[src/rtl/btn_pkg.sv]
// Shared definitions for the pushbutton colour selector and the LED driver.
// Holds the FSM state encoding, colour codes and a colour-advance helper.
package btn_pkg;

    // Press-classification FSM states
    typedef enum logic [1:0] {
        IDLE      = 2'd0,
        PRESSED   = 2'd1,
        LONG_HELD = 2'd2
    } btn_state_e;

    // Colour selection, decoded by the LED driver
    typedef logic [1:0] color_t;

    localparam color_t COLOR_RED   = 2'd0;
    localparam color_t COLOR_GREEN = 2'd1;
    localparam color_t COLOR_BLUE  = 2'd2;
    localparam color_t COLOR_OFF   = 2'd3;

    // Next colour in the cycle; OFF wraps back to RED
    function automatic color_t color_advance(input color_t c);
        return color_t'(c + 2'd1);
    endfunction

endpackage

[src/rtl/btn_debounce.sv]
// Pushbutton front end: 2-flop synchroniser, polarity normalisation,
// debounce counter and registered press/release edge pulses.
//
// Ports:
//   i_clk       - system clock
//   i_rst_n     - synchronous active-low reset
//   i_btn       - raw asynchronous button pin
//   o_level     - debounced level, 1 = pressed
//   o_press     - one-cycle pulse when o_level rises
//   o_release   - one-cycle pulse when o_level falls
module btn_debounce
    import btn_pkg::*;
#(
    parameter int DEBOUNCE_CYCLES = 120_000,
    parameter bit BTN_ACTIVE_LOW  = 1'b1
) (
    input  logic i_clk,
    input  logic i_rst_n,
    input  logic i_btn,
    output logic o_level,
    output logic o_press,
    output logic o_release
);

    localparam int DB_W = (DEBOUNCE_CYCLES > 1) ? $clog2(DEBOUNCE_CYCLES) : 1;
    localparam logic [DB_W-1:0] DB_LAST = DB_W'(DEBOUNCE_CYCLES - 1);

    // Raw pin value while the button is released
    localparam logic RAW_RELEASED = BTN_ACTIVE_LOW;

    logic            r_sync1;
    logic            r_sync2;
    logic            r_level;
    logic [DB_W-1:0] r_cnt;
    logic            r_press;
    logic            r_release;

    logic w_pressed;
    logic w_diff;
    logic w_flip;

    assign w_pressed = BTN_ACTIVE_LOW ? ~r_sync2 : r_sync2;
    assign w_diff    = w_pressed ^ r_level;
    // Mismatch has persisted for DEBOUNCE_CYCLES consecutive cycles
    assign w_flip    = w_diff && (r_cnt == DB_LAST);

    always_ff @(posedge i_clk) begin
        if (!i_rst_n) begin
            r_sync1   <= RAW_RELEASED;
            r_sync2   <= RAW_RELEASED;
            r_level   <= 1'b0;
            r_cnt     <= '0;
            r_press   <= 1'b0;
            r_release <= 1'b0;
        end else begin
            r_sync1   <= i_btn;
            r_sync2   <= r_sync1;
            // Pulses register alongside the level so they line up with it
            r_press   <= w_flip & ~r_level;
            r_release <= w_flip &  r_level;
            if (w_flip) begin
                r_level <= ~r_level;
                r_cnt   <= '0;
            end else if (w_diff) begin
                r_cnt   <= r_cnt + DB_W'(1);
            end else begin
                r_cnt   <= '0;
            end
        end
    end

    assign o_level   = r_level;
    assign o_press   = r_press;
    assign o_release = r_release;

endmodule

[src/rtl/button_color_ctrl.sv]
// User colour selection: short press advances colour, long press returns
// to red. Wraps the debouncer and adds the press-classification FSM.
//
// Ports:
//   pin_clk_12mhz - 12 MHz board clock
//   rst_n         - synchronous active-low reset
//   pin_btn       - raw pushbutton pin
//   btn_level     - debounced level, 1 = pressed
//   press_pulse   - debounced press edge pulse
//   release_pulse - debounced release edge pulse
//   short_press   - pulse: released before long threshold
//   long_press    - pulse: long threshold reached while held
//   color_state   - 0 red, 1 green, 2 blue, 3 off
module button_color_ctrl
    import btn_pkg::*;
#(
    parameter int DEBOUNCE_CYCLES = 120_000,
    parameter int LONG_CYCLES     = 12_000_000,
    parameter bit BTN_ACTIVE_LOW  = 1'b1
) (
    input  logic       pin_clk_12mhz,
    input  logic       rst_n,
    input  logic       pin_btn,
    output logic       btn_level,
    output logic       press_pulse,
    output logic       release_pulse,
    output logic       short_press,
    output logic       long_press,
    output logic [1:0] color_state
);

    localparam int HOLD_W = (LONG_CYCLES > 1) ? $clog2(LONG_CYCLES) : 1;
    localparam logic [HOLD_W-1:0] HOLD_LAST = HOLD_W'(LONG_CYCLES - 1);

    logic w_press;
    logic w_release;

    btn_debounce #(
        .DEBOUNCE_CYCLES (DEBOUNCE_CYCLES),
        .BTN_ACTIVE_LOW  (BTN_ACTIVE_LOW)
    ) u_debounce (
        .i_clk     (pin_clk_12mhz),
        .i_rst_n   (rst_n),
        .i_btn     (pin_btn),
        .o_level   (btn_level),
        .o_press   (w_press),
        .o_release (w_release)
    );

    assign press_pulse   = w_press;
    assign release_pulse = w_release;

    btn_state_e        r_state;
    logic [HOLD_W-1:0] r_hold;
    color_t            r_color;
    logic              r_short;
    logic              r_long;

    btn_state_e        w_state_nxt;
    logic [HOLD_W-1:0] w_hold_nxt;
    color_t            w_color_nxt;
    logic              w_short_nxt;
    logic              w_long_nxt;
    logic              w_hold_last;

    assign w_hold_last = (r_hold == HOLD_LAST);

    // State and registered outputs
    always_ff @(posedge pin_clk_12mhz) begin
        if (!rst_n) begin
            r_state <= IDLE;
            r_hold  <= '0;
            r_color <= COLOR_RED;
            r_short <= 1'b0;
            r_long  <= 1'b0;
        end else begin
            r_state <= w_state_nxt;
            r_hold  <= w_hold_nxt;
            r_color <= w_color_nxt;
            r_short <= w_short_nxt;
            r_long  <= w_long_nxt;
        end
    end

    // Next-state logic; release takes priority over the long threshold
    always_comb begin
        w_state_nxt = r_state;
        unique case (r_state)
            IDLE: begin
                if (w_press) w_state_nxt = PRESSED;
            end
            PRESSED: begin
                if (w_release)        w_state_nxt = IDLE;
                else if (w_hold_last) w_state_nxt = LONG_HELD;
            end
            LONG_HELD: begin
                if (w_release) w_state_nxt = IDLE;
            end
            default: w_state_nxt = IDLE;
        endcase
    end

    // Output / datapath logic
    always_comb begin
        w_hold_nxt  = r_hold;
        w_color_nxt = r_color;
        w_short_nxt = 1'b0;
        w_long_nxt  = 1'b0;
        unique case (r_state)
            IDLE: begin
                if (w_press) w_hold_nxt = '0;
            end
            PRESSED: begin
                if (w_release) begin
                    w_short_nxt = 1'b1;
                    w_color_nxt = color_advance(r_color);
                end else if (w_hold_last) begin
                    w_long_nxt  = 1'b1;
                    w_color_nxt = COLOR_RED;
                    w_hold_nxt  = '0;
                end else begin
                    w_hold_nxt  = r_hold + HOLD_W'(1);
                end
            end
            LONG_HELD: begin
                w_hold_nxt = r_hold;
            end
            default: w_hold_nxt = '0;
        endcase
    end

    assign short_press = r_short;
    assign long_press  = r_long;
    assign color_state = r_color;

endmodule

[config.mk]
export PLATFORM = sky130hd
export DESIGN_NAME = button_color_ctrl
export DESIGN_NICKNAME = d
export VERILOG_FILES = /design/src/rtl/btn_pkg.sv /design/src/rtl/btn_debounce.sv /design/src/rtl/button_color_ctrl.sv
export SDC_FILE = /design/constraint.sdc
export NUM_CORES = 1
export LEC_CHECK = 0
export ABC_CLOCK_PERIOD_IN_PS = 1840
export CAP_MARGIN = 40
export CORE_ASPECT_RATIO = 1.1
export CORE_MARGIN = 2
export CORE_UTILIZATION = 55
export CTS_BUF_LIST = sky130_fd_sc_hd__clkbuf_8
export CTS_CLUSTER_DIAMETER = 40
export DETAILED_ROUTE_END_ITERATION = 7
export PLACE_DENSITY = 0.76
export SETUP_SLACK_MARGIN = 0.4
export SYNTH_ARGS = -nofsm -noshare
export SYNTH_HDL_FRONTEND = slang
export SYNTH_SLANG_ARGS = --single-unit
[constraint.sdc]
create_clock -name pin_clk_12mhz -period 1.84 [get_ports pin_clk_12mhz]
set_input_delay 0.552 -clock pin_clk_12mhz [delete_from_list [all_inputs] [get_ports pin_clk_12mhz]]
set_output_delay 0.552 -clock pin_clk_12mhz [all_outputs]
set_load 0.02 [all_outputs]
# After elaboration in Yosys (flattened, before gate mapping)
# Cells that the tools add are included.
[word_totals] mem_bits_ro=0 regBits=52 latch_bits=0 ramBits=0 mem_count=0 in_bits=3 out_inout_bits=7 wordCells=53
[classes] multipliers=0 n_shift=0 n_bitwise=9 muxes=13 addsub=3 n_eq_ne=8 n_lt_le_gt_ge=0 reduce_logical=9 div_mod_pow=0
[ops] cell="24-bit 2-to-1 mux" count=3
[ops] cell="24-bit case mux with 3 select lines" count=1
[ops] cell="24-bit by 1-bit adder with 24-bit output (second input constant)" count=1
[ops] cell="24-bit equality test (second input constant)" count=1
[ops] cell="17-bit by 1-bit adder with 17-bit output (second input constant)" count=1
[ops] cell="17-bit equality test (second input constant)" count=1
[ops] cell="2-bit 2-to-1 mux" count=6
[ops] cell="1-bit inverter" count=6
[ops] cell="2-bit case mux with 3 select lines" count=1
[ops] cell="3-bit AND reduction" count=2
[ops] cell="3-bit OR reduction" count=2
[ops] cell="2-bit by 1-bit != test with 1-bit output (second input constant)" count=2
[ops] cell="2-bit AND reduction" count=2
[ops] cell="3-bit by 2-bit != test with 1-bit output (second input constant)" count=1
[ops] cell="2-bit by 1-bit adder with 2-bit output (second input constant)" count=1
[ops] cell="1-bit AND" count=2
[ops] cell="2-bit by 1-bit equality test with 1-bit output (second input constant)" count=1
[ops] cell="2-bit equality test (second input constant)" count=1
[ops] cell="2-bit logical NOT" count=1
[ops] cell="1-bit 2-to-1 mux" count=2
[ops] cell="2-bit != test (second input constant)" count=1
[ops] cell="2-bit nonzero test" count=1
[ops] cell="1-bit logical AND" count=1
[ops] cell="1-bit bitwise XOR" count=1

# Depth between registers and ports, before layout
# Gate-level depths: netlist of run 1.
[depth] ltp_word=4 depth_mapped=7 ltp_nobuf=6

# Cells and area by module
# A second synthesis of run 1 with hierarchy kept.
[hier_totals] hier_cells=293 area_unflattened_um2=2499.9
[modules_own_cells] mod="button_color_ctrl" seq_area_each_um2=600.6 area_each_um2=1582.8 cells_each=192 n_inst=1
[modules_own_cells] mod="btn_debounce" seq_area_each_um2=440.4 area_each_um2=917.1 cells_each=101 n_inst=1

# Least setup slack after synthesis of run 1
# OpenSTA, ideal clock, no wires.
[synth_timing] path_type="register -> register" from="register r_hold[0]" to="register r_hold[23]" path_buffers=1 arrival_time_ps=1720 path_slack_ps=5 setup_time_ps=115 path_stages_with_launch=8 t_required_ps=1725 period_less_slack_ps=1835 cell_sequence="dfxtp_1 ha_1 nand3_1 nor4_4 a31oi_2 o21ai_4 buf_6 nor2_2"
[synth_via] elab_chain_cells=4 word_cells_on_any_way=5 cone_classes="1 x add/sub; 1 x eq/ne; 3 x mux"
[synth_lines] item="start, declared" line_no="button_color_ctrl.sv:54" text="logic [HOLD_W-1:0] r_hold;"
[synth_lines] item="start signal, assigned" line_no="button_color_ctrl.sv:78" text="r_hold <= w_hold_nxt;"
[synth_lines] item="24-bit by 1-bit adder with 24-bit output / 24-bit equality test (equally long branches)" line_no="button_color_ctrl.sv:122, button_color_ctrl.sv:66"
[synth_lines] item="24-bit 2-to-1 mux (*)" line_no="button_color_ctrl.sv:117" text="end else if (w_hold_last) begin"
[synth_lines] item="24-bit 2-to-1 mux (*)" line_no="button_color_ctrl.sv:114" text="if (w_release) begin"
[synth_lines] item="24-bit case mux with 3 select lines (*)" line_no="button_color_ctrl.sv:109" text="unique case (r_state)"
# Every way passes the cells marked *; elsewhere a longest branch is shown, timed or not. The select of a mux whose other input is x is not followed.
# A chain may end at the register's enable or synchronous reset.

# Final worst setup path of run 1
[layout_timing] from="register r_hold[10]" to="register r_hold[1]"
[layout_via] elab_chain_cells=4
[layout_lines] item="24-bit equality test" line_no="button_color_ctrl.sv:66" text="assign w_hold_last = (r_hold == HOLD_LAST);"
[layout_lines] item="24-bit 2-to-1 mux" line_no="button_color_ctrl.sv:117"
[layout_lines] item="24-bit 2-to-1 mux" line_no="button_color_ctrl.sv:114"
[layout_lines] item="24-bit case mux with 3 select lines" line_no="button_color_ctrl.sv:109"
# Every way passes these cells. The select of a mux whose other input is x is not followed.

==> results of run 1 <==
Yosys cell counts, types with 3 or more instances:
| master | count | area (µm²) |
|---|---|---|
| nand2b_1 | 4 | 25.0 |
| nor2_2 | 10 | 62.6 |
| dfxtp_1 | 52 | 1040 |
| xor2_1 | 15 | 131 |
| and3_1 | 6 | 37.5 |
| and4_1 | 6 | 52.6 |
| nand4_1 | 12 | 75.1 |
| xnor2_1 | 18 | 158 |
| nor2b_1 | 5 | 31.3 |
| a21oi_1 | 5 | 25.0 |
| nand2_1 | 17 | 63.8 |
| o21ai_0 | 3 | 15.0 |
| nor2_1 | 31 | 116 |
| nand3_1 | 25 | 125 |
| clkbuf_1 | 7 | 26.3 |
| nand4b_1 | 6 | 52.6 |
| nor4_1 | 8 | 50.1 |
| nor3_1 | 10 | 50.1 |
| inv_1 | 8 | 30.0 |
power groups by stage:
stage	combinational (µW)	clock, µW	sequential, µW
after CTS	48.9	700	1130
final	49.1	680	1130
after detailed placement	48.8	0	1160
after floorplan	24.1	0	1150
after global routing	53.2	741	1130
after global placement	48.2	0	1150
per-stage QoR:
| step | worst slack, ns | instances | utilization |
|---|---|---|---|
| 5_1_grt | 0.0474 | 382 | 0.729 |
| 4_1_cts | 0.137 | 374 | 0.704 |
| 3_3_place_gp | 0.122 | 362 | 0.670 |
| 6_report | 0.106 | 382 | 0.729 |
| 3_5_place_dp | 0.0927 | 362 | 0.670 |
| 2_1_floorplan | 0.135 | 281 | - |
final cells by class:
type / count / area, µm²
multi-input cells: 212 / 1470
fillers: 318 / 1170
flip-flops and latches: 52 / 1070
repair buffers: 48 / 414
clock buffers: 5 / 68.8
well taps: 54 / 67.6
inverters: 8 / 30.0
clock inverters: 3 / 26.3
path summary, 6_finish.rpt:
check	from	end	slack, ns	depth (start not counted)
worst max-delay path	r_hold[10]	r_hold[1]	0.11	7
worst min register to register	u_debounce.r_sync1	u_debounce.r_sync2	0.44	1
worst min-delay path	u_debounce.r_sync1	u_debounce.r_sync2	0.44	1
worst max register to register	r_hold[10]	r_hold[1]	0.11	7
metal layers:
metal | wire length, µm | vias to the layer above
met5 | 0 | -
met4 | 85 | 0
met3 | 127 | 10
li1 | - | 1091
met2 | 2850 | 32
met1 | 2350 | 1054
cell families (layout without fill, tap and decap cells):
logic type	after synthesis	count (layout)	share of synthesized area
xor gates and xnor gates	33	33	0.116
adders and majority gates	2	2	0.0101
DFF	52	52	0.419
AOI/OAI and AO/OA	22	22	0.0644
muxes	2	2	0.00805
and+or+nand+nor	153	153	0.353
buffers and inverters	17	64	0.0302
placed cells by master, fill, tap and decap left out, drive strengths merged, types with 2 or more instances in the layout:
cell type | synthesis | layout
nand3 | 26 | 26
ha | 2 | 2
nor2 | 41 | 41
xor2 | 15 | 15
inv | 8 | 10
a211oi | 2 | 2
a21oi | 5 | 5
nand4 | 12 | 12
nor2b | 5 | 5
nand4b | 6 | 6
and2 | 2 | 2
a22oi | 2 | 2
nor3 | 11 | 11
clkbuf | 7 | 5
nand2b | 4 | 4
xnor2 | 18 | 18
o21ai | 4 | 4
mux2i | 2 | 2
and4 | 7 | 7
or3 | 2 | 2
and3 | 6 | 6
a31oi | 3 | 3
o31a | 2 | 2
buf | 2 | 46
dfxtp | 52 | 52
nand2 | 17 | 17
nor4 | 10 | 10
o211ai | 2 | 2
clkdlybuf4s50 | 0 | 2
registers in the layout, summed over array words and instances, names as in the netlist:
signal / cells
color_state: 2
u_debounce.r_cnt: 17
long_press: 1
u_debounce.o_release: 1
r_hold: 24
r_state: 2
u_debounce.o_level: 1
u_debounce.r_sync1: 1
short_press: 1
u_debounce.o_press: 1
u_debounce.r_sync2: 1
timing repair:
action	CTS	global route
setup buffers	4	8
hold buffers	0	0
endpoints found under the setup margin	54	55
resized for setup	39	21
pin swaps	9	15
==> results.md, run 1 <==
- Result of the run: finished, final reports clean
- Clock slew seen by the registers of the worst setup and hold paths: roughly 0.1 ns
- Area of placed instances: 0.00289 mm²
- Syn. warnings: 0
- Standard-cell rows: 25
- Count of flip-flops with a built-in enable after synthesis: 0
- Setup repair after global routing missed its margin: yes
- Cell breakdown of the critical path: or4b_4 -> nor3_4 -> buf_6 -> a211oi_2 -> buf_4 -> a22oi_2 -> nor2_1
- Number of hold violations in the final report: 0
- Sinks on Clock Net: 52
- # nets final: 332
- Nets in the synthesized netlist: 286
- Initial core utilization: 0.576
- Average footprint of a synthesized cell: between 8 and 9 µm²
- Mapped Area: 0.00249 mm²
- CP Capture Type: flop
- Average via count per standard cell: approximately 5.7
- Post-Route WL: roughly 5400 µm
- Async set-or-reset flop fraction in the synthesized netlist: 0
- Share of the clock period used by the worst path after layout: 0.942
- Delay of the slowest critical-path stage: 0.55 ns
- Arrival time of the worst setup path: just under 2 ns
- Total setup violations reported at the end of the flow: 0
- Maximum clock frequency: slightly below 600 MHz
- Die Footprint: 0.00508 mm²
- Post-synthesis sequential area ratio: 0.419
- Die boundary width: approximately 68 µm
- Drc violations: 0
- Kind of cell with the highest combined delay on the critical path: simple AND/OR/NAND/NOR gates
- Ratio of cells with drive above 1 in the final layout: 0.320
- Share of power burned in the clock network: 0.366
- Register share of total power: 0.607
- Port Buf Inserts: 9
- Sw frac: 0.231
- Clock skew after layout: about 0.0095 ns
- GR met3 Demand/Resource: 0.0499
- Ant diodes: 0
- Kind of path behind the tightest hold check: reg2reg
- Worst-case clock buffer depth: 2
- Met1 usage: 0.264
- Total I/O pin count: 10
- Clock tree from TritonCTS: done
- GRT Total Usage: 0.221
- Largest driver fanout on the critical path: 5
- Met2 global-route usage: 0.388
- Vias after detailed routing: 2,187
- Required time reported for the critical path endpoint: a little over 2 ns
- Share of total power in combinational logic: 0.026
- Count of mapped cells out of synthesis: roughly 280
- Area of the core: 0.00432 mm²
- Largest net degree at the start of global routing: 23
- Root Driver: clkbuf_8
- Clk_lat worst skew: about 0.31 ns
- Reported leakage power: 0.00109 µW
- Power density cells: between 500 and 600 mW/mm²
- Wire length of the first global-routing pass: 8630 µm
- Crit start category: flop
- Die height: 74.5 µm
- Total overflow reported by the global router: 0
- Slew at the pin closest to its max-slew limit: 0.325 ns
- Int Pwr: about 1400 µW
- Power consumption: 1860 µW
- Critical Setup Path Class: reg2reg
- H-tree level count: 2
- Distinct cell type count after synthesis: 44
- Post-synthesis sequential element count: 52
- Number of antenna-violating nets in the routed design: 0
- Maxcap violations: 0
- Antenna violations before repair: 0
- Detailed router's first-iteration violation count: about 120
- Headroom to the max-slew limit: 0.782
- Number of buffers created by CTS: 5
- Final instance area: 0.00315 mm²
- Placer congestion estimate: 0.792
- Max-slew violation count: 0
- Worst hold-check slack: 0.435 ns
- Worst VDD drop: 0.000397 V
- Master of the slowest instance on the critical path: or4b_4
- Number of buffer and inverter instances along the worst setup path: 2
- Primary FF master, synth: dfxtp_1
- Switching component of the power: around 430 µW
- Count of TritonRoute iterations in the first routing pass: 4
- Global routing's busiest layer: met2
- Final critical delay including setup and external delays: approximately 1.7 ns
- WL per Instance: about 14 µm
- Via count of the first global-routing pass: 2,008
- Detail Placement HPWL: around 3500 µm
- Synth-to-layout area growth: 26.5%
- Total Negative Setup Slacks: 0 ns
Power figures use the tool's default switching activity.
==> run 2, diff against run 1 <==
CORE_MARGIN = 4   (was 2)
==> results.md, run 2 (synthesis gave the netlist of run 1 again) <==
- Sinks on Clock Net: 52
- Clk_lat worst skew: about 0.31 ns
- Headroom to the max-slew limit: 0.755
- Master of the slowest instance on the critical path: or4b_4
- Largest net degree at the start of global routing: 23
- Maxcap violations: 0
- Total setup violations reported at the end of the flow: 0
- Die Footprint: between 0.005 and 0.006 mm²
- Power consumption: ~1800 µW
- FF-to-FF setup slack: about 0.09 ns
- Result of the run: finished, final reports clean
- Highest-count cells in the layout ignoring fill and taps: 34 x buf_4, 29 x dfxtp_1, 23 x nand3_1
- Wire length of the first global-routing pass: roughly 9800 µm
- Kind of cell with the highest combined delay on the critical path: simple AND/OR/NAND/NOR gates
- Average via count per standard cell: 5.76
- Standard-cell rows: 25
- Logic depth of the worst path, buffers included: 7
- Worst reg2reg endpoint: r_hold[10]
- Reported leakage power: about 0.0012 µW
- Power density cells: around 540 mW/mm²
- Total Negative Setup Slacks: 0 ns
- Delay of the slowest critical-path stage: about 0.55 ns
- Slew at the pin closest to its max-slew limit: ~0.36 ns
- Via count of the first global-routing pass: 2,098
- Detail Placement HPWL: about 3500 µm
- # nets final: 333
- Area of the core: roughly 0.0043 mm²
- Synth-to-layout area growth: 35.9%
- Count of hold-fix buffers inserted at cts: 0
- Max-slew violation count: 0
- Initial core utilization: 0.572
- H-tree level count: 2
- Final critical delay including setup and external delays: 1.75 ns
- Ratio of cells with drive above 1 in the final layout: 0.413
- Placed instance count: between 300 and 400
- Required time reported for the critical path endpoint: approximately 2.0 ns
- CP Capture Type: flop
- WL per Instance: about 17 µm
- Antenna violations before repair: 0
- Fin cells: ~380
- Cell breakdown of the critical path: or4b_4 -> nor3_4 -> buf_6 -> a31oi_2 -> o21ai_4 -> buf_12 -> nor2_1
- Total overflow reported by the global router: 0
- Port Buf Inserts: 9
- Depth of the most critical reg-to-reg path: 7
- Number of buffers created by CTS: 5
- Placer congestion estimate: around 0.87
- Post-Route WL: 6400 µm
- Most common cell after layout, fill and taps aside: buf_4
- Detailed router's first-iteration violation count: roughly 250
- Number of hold violations in the final report: 0
- Flip-flop count of the largest register after layout: 24
- Kind of path behind the tightest hold check: reg2reg
- Clock slew seen by the registers of the worst setup and hold paths: around 0.10 ns
- Total I/O pin count: 10
- Fill cell instance count of the final layout: ~260
- Vias after detailed routing: 2,207
- Root Driver: clkbuf_8
- Die height: roughly 79 µm
- Largest driver fanout on the critical path: 15
- Worst VDD drop: roughly 0.00057 V
- Critical Setup Path Class: reg2reg
- Critical Path End: r_hold[10]
- Ant diodes: 0
- GRT Total Usage: 0.215
- Die boundary width: 72.1 µm
- Launching point of the worst reg2reg path: r_hold[10]
- Maximum clock frequency: between 500 and 600 MHz
- Number of antenna-violating nets in the routed design: 0
- Start point of the critical path: r_hold[10]
- Clock tree from TritonCTS: done
- Largest register by flop count: r_hold
- Share of the clock period used by the worst path after layout: 0.952
- Crit start category: flop
- Top flop regs: r_hold x24, u_debounce.r_cnt x17
- Drc violations: 0
- Clock skew after layout: between 0.01 and 0.015 ns
- Number of buffer and inverter instances along the worst setup path: 2
- Arrival time of the worst setup path: slightly below 2 ns
- Setup repair after global routing missed its margin: yes
- Worst-case clock buffer depth: 2
- Count of TritonRoute iterations in the first routing pass: 4
[run 2: cell types whose count changed in the layout (fill, tap and decap cells not counted), sizes merged]
cell      before  now
clkbuf         5    6
clkinvlp       0    1
inv           10    9
[run 2: stage by stage]
step | hold slack, ns | cell area (µm²) | worst slack (ns) | utilization
final | 0.454 | 3380 | 0.0890 | 0.777
after global routing | 0.474 | 3380 | 0.0185 | 0.777
after CTS | 0.438 | 3140 | 0.0960 | 0.722
after detailed placement | 0.414 | 2840 | 0.0693 | 0.652
after global placement | 0.391 | 2840 | 0.106 | 0.652
after floorplan | 0.386 | 2540 | 0.135 | -
[run 2: layout make-up]
type                            count  area, µm²  share of cell area
Multi-Input combinational cell    212       1670               0.494
Sequential cell                    52       1080               0.319
Timing Repair Buffer               49        447               0.132
Clock buffer                        5       68.8              0.0204
Tap cell                           54       67.6              0.0200
Inverter                            8       30.0             0.00889
Clock inverter                      3       20.0             0.00592
[run 2: power by group]
part / internal [µW] / switching [µW] / total, µW
logic: 27.7 / 36.2 / 63.8
registers: 1120 / 2.13 / 1120
clock network: 266 / 382 / 648
total: 1420 / 420 / 1840
[run 2: how the worst min path moves through the flow]
stage / slack (ns) / to / cells after the start / from
finish: 0.45 / u_debounce.r_sync2 / 1 / u_debounce.r_sync1
detailed placement: 0.41 / u_debounce.r_sync2 / 1 / u_debounce.r_sync1
global placement: 0.39 / u_debounce.r_sync2 / 1 / u_debounce.r_sync1
floorplan: 0.39 / u_debounce.r_sync2 / 1 / u_debounce.r_sync1
CTS: 0.44 / u_debounce.r_sync2 / 1 / u_debounce.r_sync1
global route: 0.47 / u_debounce.r_sync2 / 1 / u_debounce.r_sync1
[run 2: timing repair]
item	in CTS	in global routing
cloned	1	1
gates resized for setup	55	57
setup endpoints to repair	54	54
pin swaps	20	26
hold endpoints to repair	0	0
setup buffers	15	2
[run 2: per-layer routing]
| layer | vias to the layer above | part of all wire | track usage |
|---|---|---|---|
| li1 | 1086 | - | - |
| met3 | 10 | 0.028 | 0.0346 |
| met4 | 0 | 0.019 | 0.0714 |
| met5 | - | 0 | 0 |
| met1 | 1065 | 0.41 | 0.260 |
| met2 | 46 | 0.54 | 0.382 |
==> patch: new RTL, flow settings as in run 1 <==
`DEBOUNCE_CYCLES` is set to 120_000 in 2 places; all go to 30_000.
--- a/src/rtl/btn_debounce.sv
+++ b/src/rtl/btn_debounce.sv
@@ -13,3 +13,3 @@
 #(
-    parameter int DEBOUNCE_CYCLES = 120_000,
+    parameter int DEBOUNCE_CYCLES = 30_000,
     parameter bit BTN_ACTIVE_LOW  = 1'b1
--- a/src/rtl/button_color_ctrl.sv
+++ b/src/rtl/button_color_ctrl.sv
@@ -16,3 +16,3 @@
 #(
-    parameter int DEBOUNCE_CYCLES = 120_000,
+    parameter int DEBOUNCE_CYCLES = 30_000,
     parameter int LONG_CYCLES     = 12_000_000,
Formal check against the unedited RTL: no difference found for any inputs over 10 cycles, from zero or initial values and one cycle with rst_n low; that may be too few to reach the edited logic, so the function may still have changed.
==> patch against run 1 <==
  * The run now ends with setup timing left
  * Non-clock buffer count up 16
  * Worst setup slack worse by 180 ps
  * Sequential share of layout area down 4.8 points
  * Synthesized area up 4.7%
  * Via count up 20%
  * Design area up 13%
  * Power down 1.9%
  * Sequential cell count down 2
  * Routed wire length up 32%
  * Critical endpoint is now r_hold[7]$_SDFFE_PN0P_
==> patch: results (changes against run 1) <==
| Metric | Value |
|---|---|
| # placed instances | 391 (+8.0%) |
| DP Wirelength | 4.27 mm (+21%) |
| H-Tree Depth | 2 (unchanged) |
| Status | finished with violations |
| Iter 0 DRT Violations | 242 (+95%) |
| Max cap viols | 0 (unchanged) |
| Vias in the first global route | 2,540 (+26%) |
| Setup tns final | -227 ps (-227 ps) |
| Placement Setup Slack | -150 ps (-243 ps) |
| Final Hold Fails | 0 (unchanged) |
| Compound-cell area share of the yosys netlist | 0.111 (+0.0470) |
| Largest net degree at the start of global routing | 40 (+74%) |
| Clock Skew | 11.2 ps (+1.72 ps) |
| Clock-pin slew on the worst setup and hold paths | 100 ps (about the same) |
| Routed wire length | 7.13 mm (+32%) |
| Leakage dissipation | 0.00125 uW (+14%) |
| Diode count | 0 (unchanged) |
| Yosys cell types | 54 (+23%) |
| Hold crit path type | reg -> reg |
| Post-Synth Adder-Cell Area | 0.00961 (-0.000454) |
| Via density | 6.31 (+10%) |
| Area after DPL | 3030 um^2 (+4.8%) |
| GP Congestion | 0.896 (+13%) |
| Mux contribution to synthesized area | 0.00768 (-0.000363) |
| CTS buffer count | 5 (unchanged) |
| Multi-input logic area | 1770 um^2 (+20%) |
| Fill count | 303 (-4.7%) |
| Fin nets | 365 (+9.9%) |
| Share of layout cells above drive strength 1 | 0.421 (+0.101) |
| Non-Filler Instances | 417 (+9.2%) |
| Hold Slack | 422 ps (-13.6 ps) |
| Top cells by count, synth | dfxtp_1 (50), nand3_1 (36), nor2_1 (27) |
| Clk buf depth | 2 (unchanged) |
| Clk root buf | clkbuf_8 |
| Max FO, Critical Path | 5 (unchanged) |
| Total GRT Usage | 0.268 (+0.0471) |
| Top Registers | r_hold: 24 flops, u_debounce.r_cnt: 15 flops |
| First-pass GRT wire length | 11.8 mm (+36%) |
| Synth Area in XOR/XNOR | 0.0572 (-0.0590) |
| Asr flop ratio synth | 0 (unchanged) |
| VDD IR max | 0.494 mV (+24%) |
| Router iterations before antenna repair | 5 (+1) |
| Final worst setup slack | -72.2 ps (-179 ps) |
| Seq/Total Area, Yosys | 0.384 (-0.0343) |
| Largest cells by area after synthesis | dfxtp_1 (38%), nand3_1 (6.9%), nor2_1 (3.9%), nand4_1 (3.6%), xor2_1 (3.4%) |
| Setup-failing EPs final | 10 (+10) |
| Syn Nets | 310 (+8.4%) |
| Failing checks | setup timing |
| Worst path arrival time | 2090 ps (+150 ps) |
| Slew at the pin closest to its max-slew limit | 388 ps (+63.6 ps) |
| Average size of a mapped cell | 8.54 um^2 (-3.5%) |
## patch: cell count changes in the layout (fill, tap and decap cells not counted), moves of 6 or more
cell	delta
a21oi_2	+7
xnor2_1	-13
nor2_1	-12
nand3b_1	+6
buf_6	+11
inv_1	-6
## patch: timing repair
item | in CTS | in global routing
pin swaps | 38 | 9
setup buffers | 13 | 3
resized for setup | 86 | 32
cloned | 2 | 0
endpoints found under the setup margin | 54 | 51
## patch: worst paths after layout
kind,start,to,cells after the start
min reg2reg,u_debounce.r_sync1$_SDFF_PN1_,u_debounce.r_sync2$_SDFF_PN1_,1
max,r_hold[8]$_SDFFE_PN0P_,r_hold[7]$_SDFFE_PN0P_,7
max reg2reg,r_hold[8]$_SDFFE_PN0P_,r_hold[7]$_SDFFE_PN0P_,7
min,u_debounce.r_sync1$_SDFF_PN1_,u_debounce.r_sync2$_SDFF_PN1_,1
## patch: area by class of cell
| type | instances | share of cell area |
|---|---|---|
| Sequential cell | 50 | 0.292 |
| Clock buffer | 5 | 0.0194 |
| Clock inverter | 3 | 0.00740 |
| Inverter | 3 | 0.00317 |
| Tap cell | 56 | 0.0197 |
| Multi-Input combinational cell | 236 | 0.499 |
| Timing Repair Buffer | 64 | 0.160 |
## patch: worst max-delay path, cell delays in order, from the launching register on
cell	delay, ps
dfxtp_2	340
or4b_4	550
nor4_4	230
a21oi_4	150
buf_12	160
buf_8	120
nand4b_1	110
o311ai_2	120
## patch: layer usage
layer	share of wire	GRT usage	up-vias
met5	0	0	-
met4	0.029	0.0827	0
met3	0.044	0.0357	28
met2	0.52	0.473	86
met1	0.40	0.340	1273
li1	-	-	1243
## patch: power by group
part	total (uW)	leakage [uW]	switching, uW	internal [uW]
clock network	683	0.0000491	403	281
registers	1080	0.000414	2.19	1080
logic	56.5	0.000782	35.1	21.4
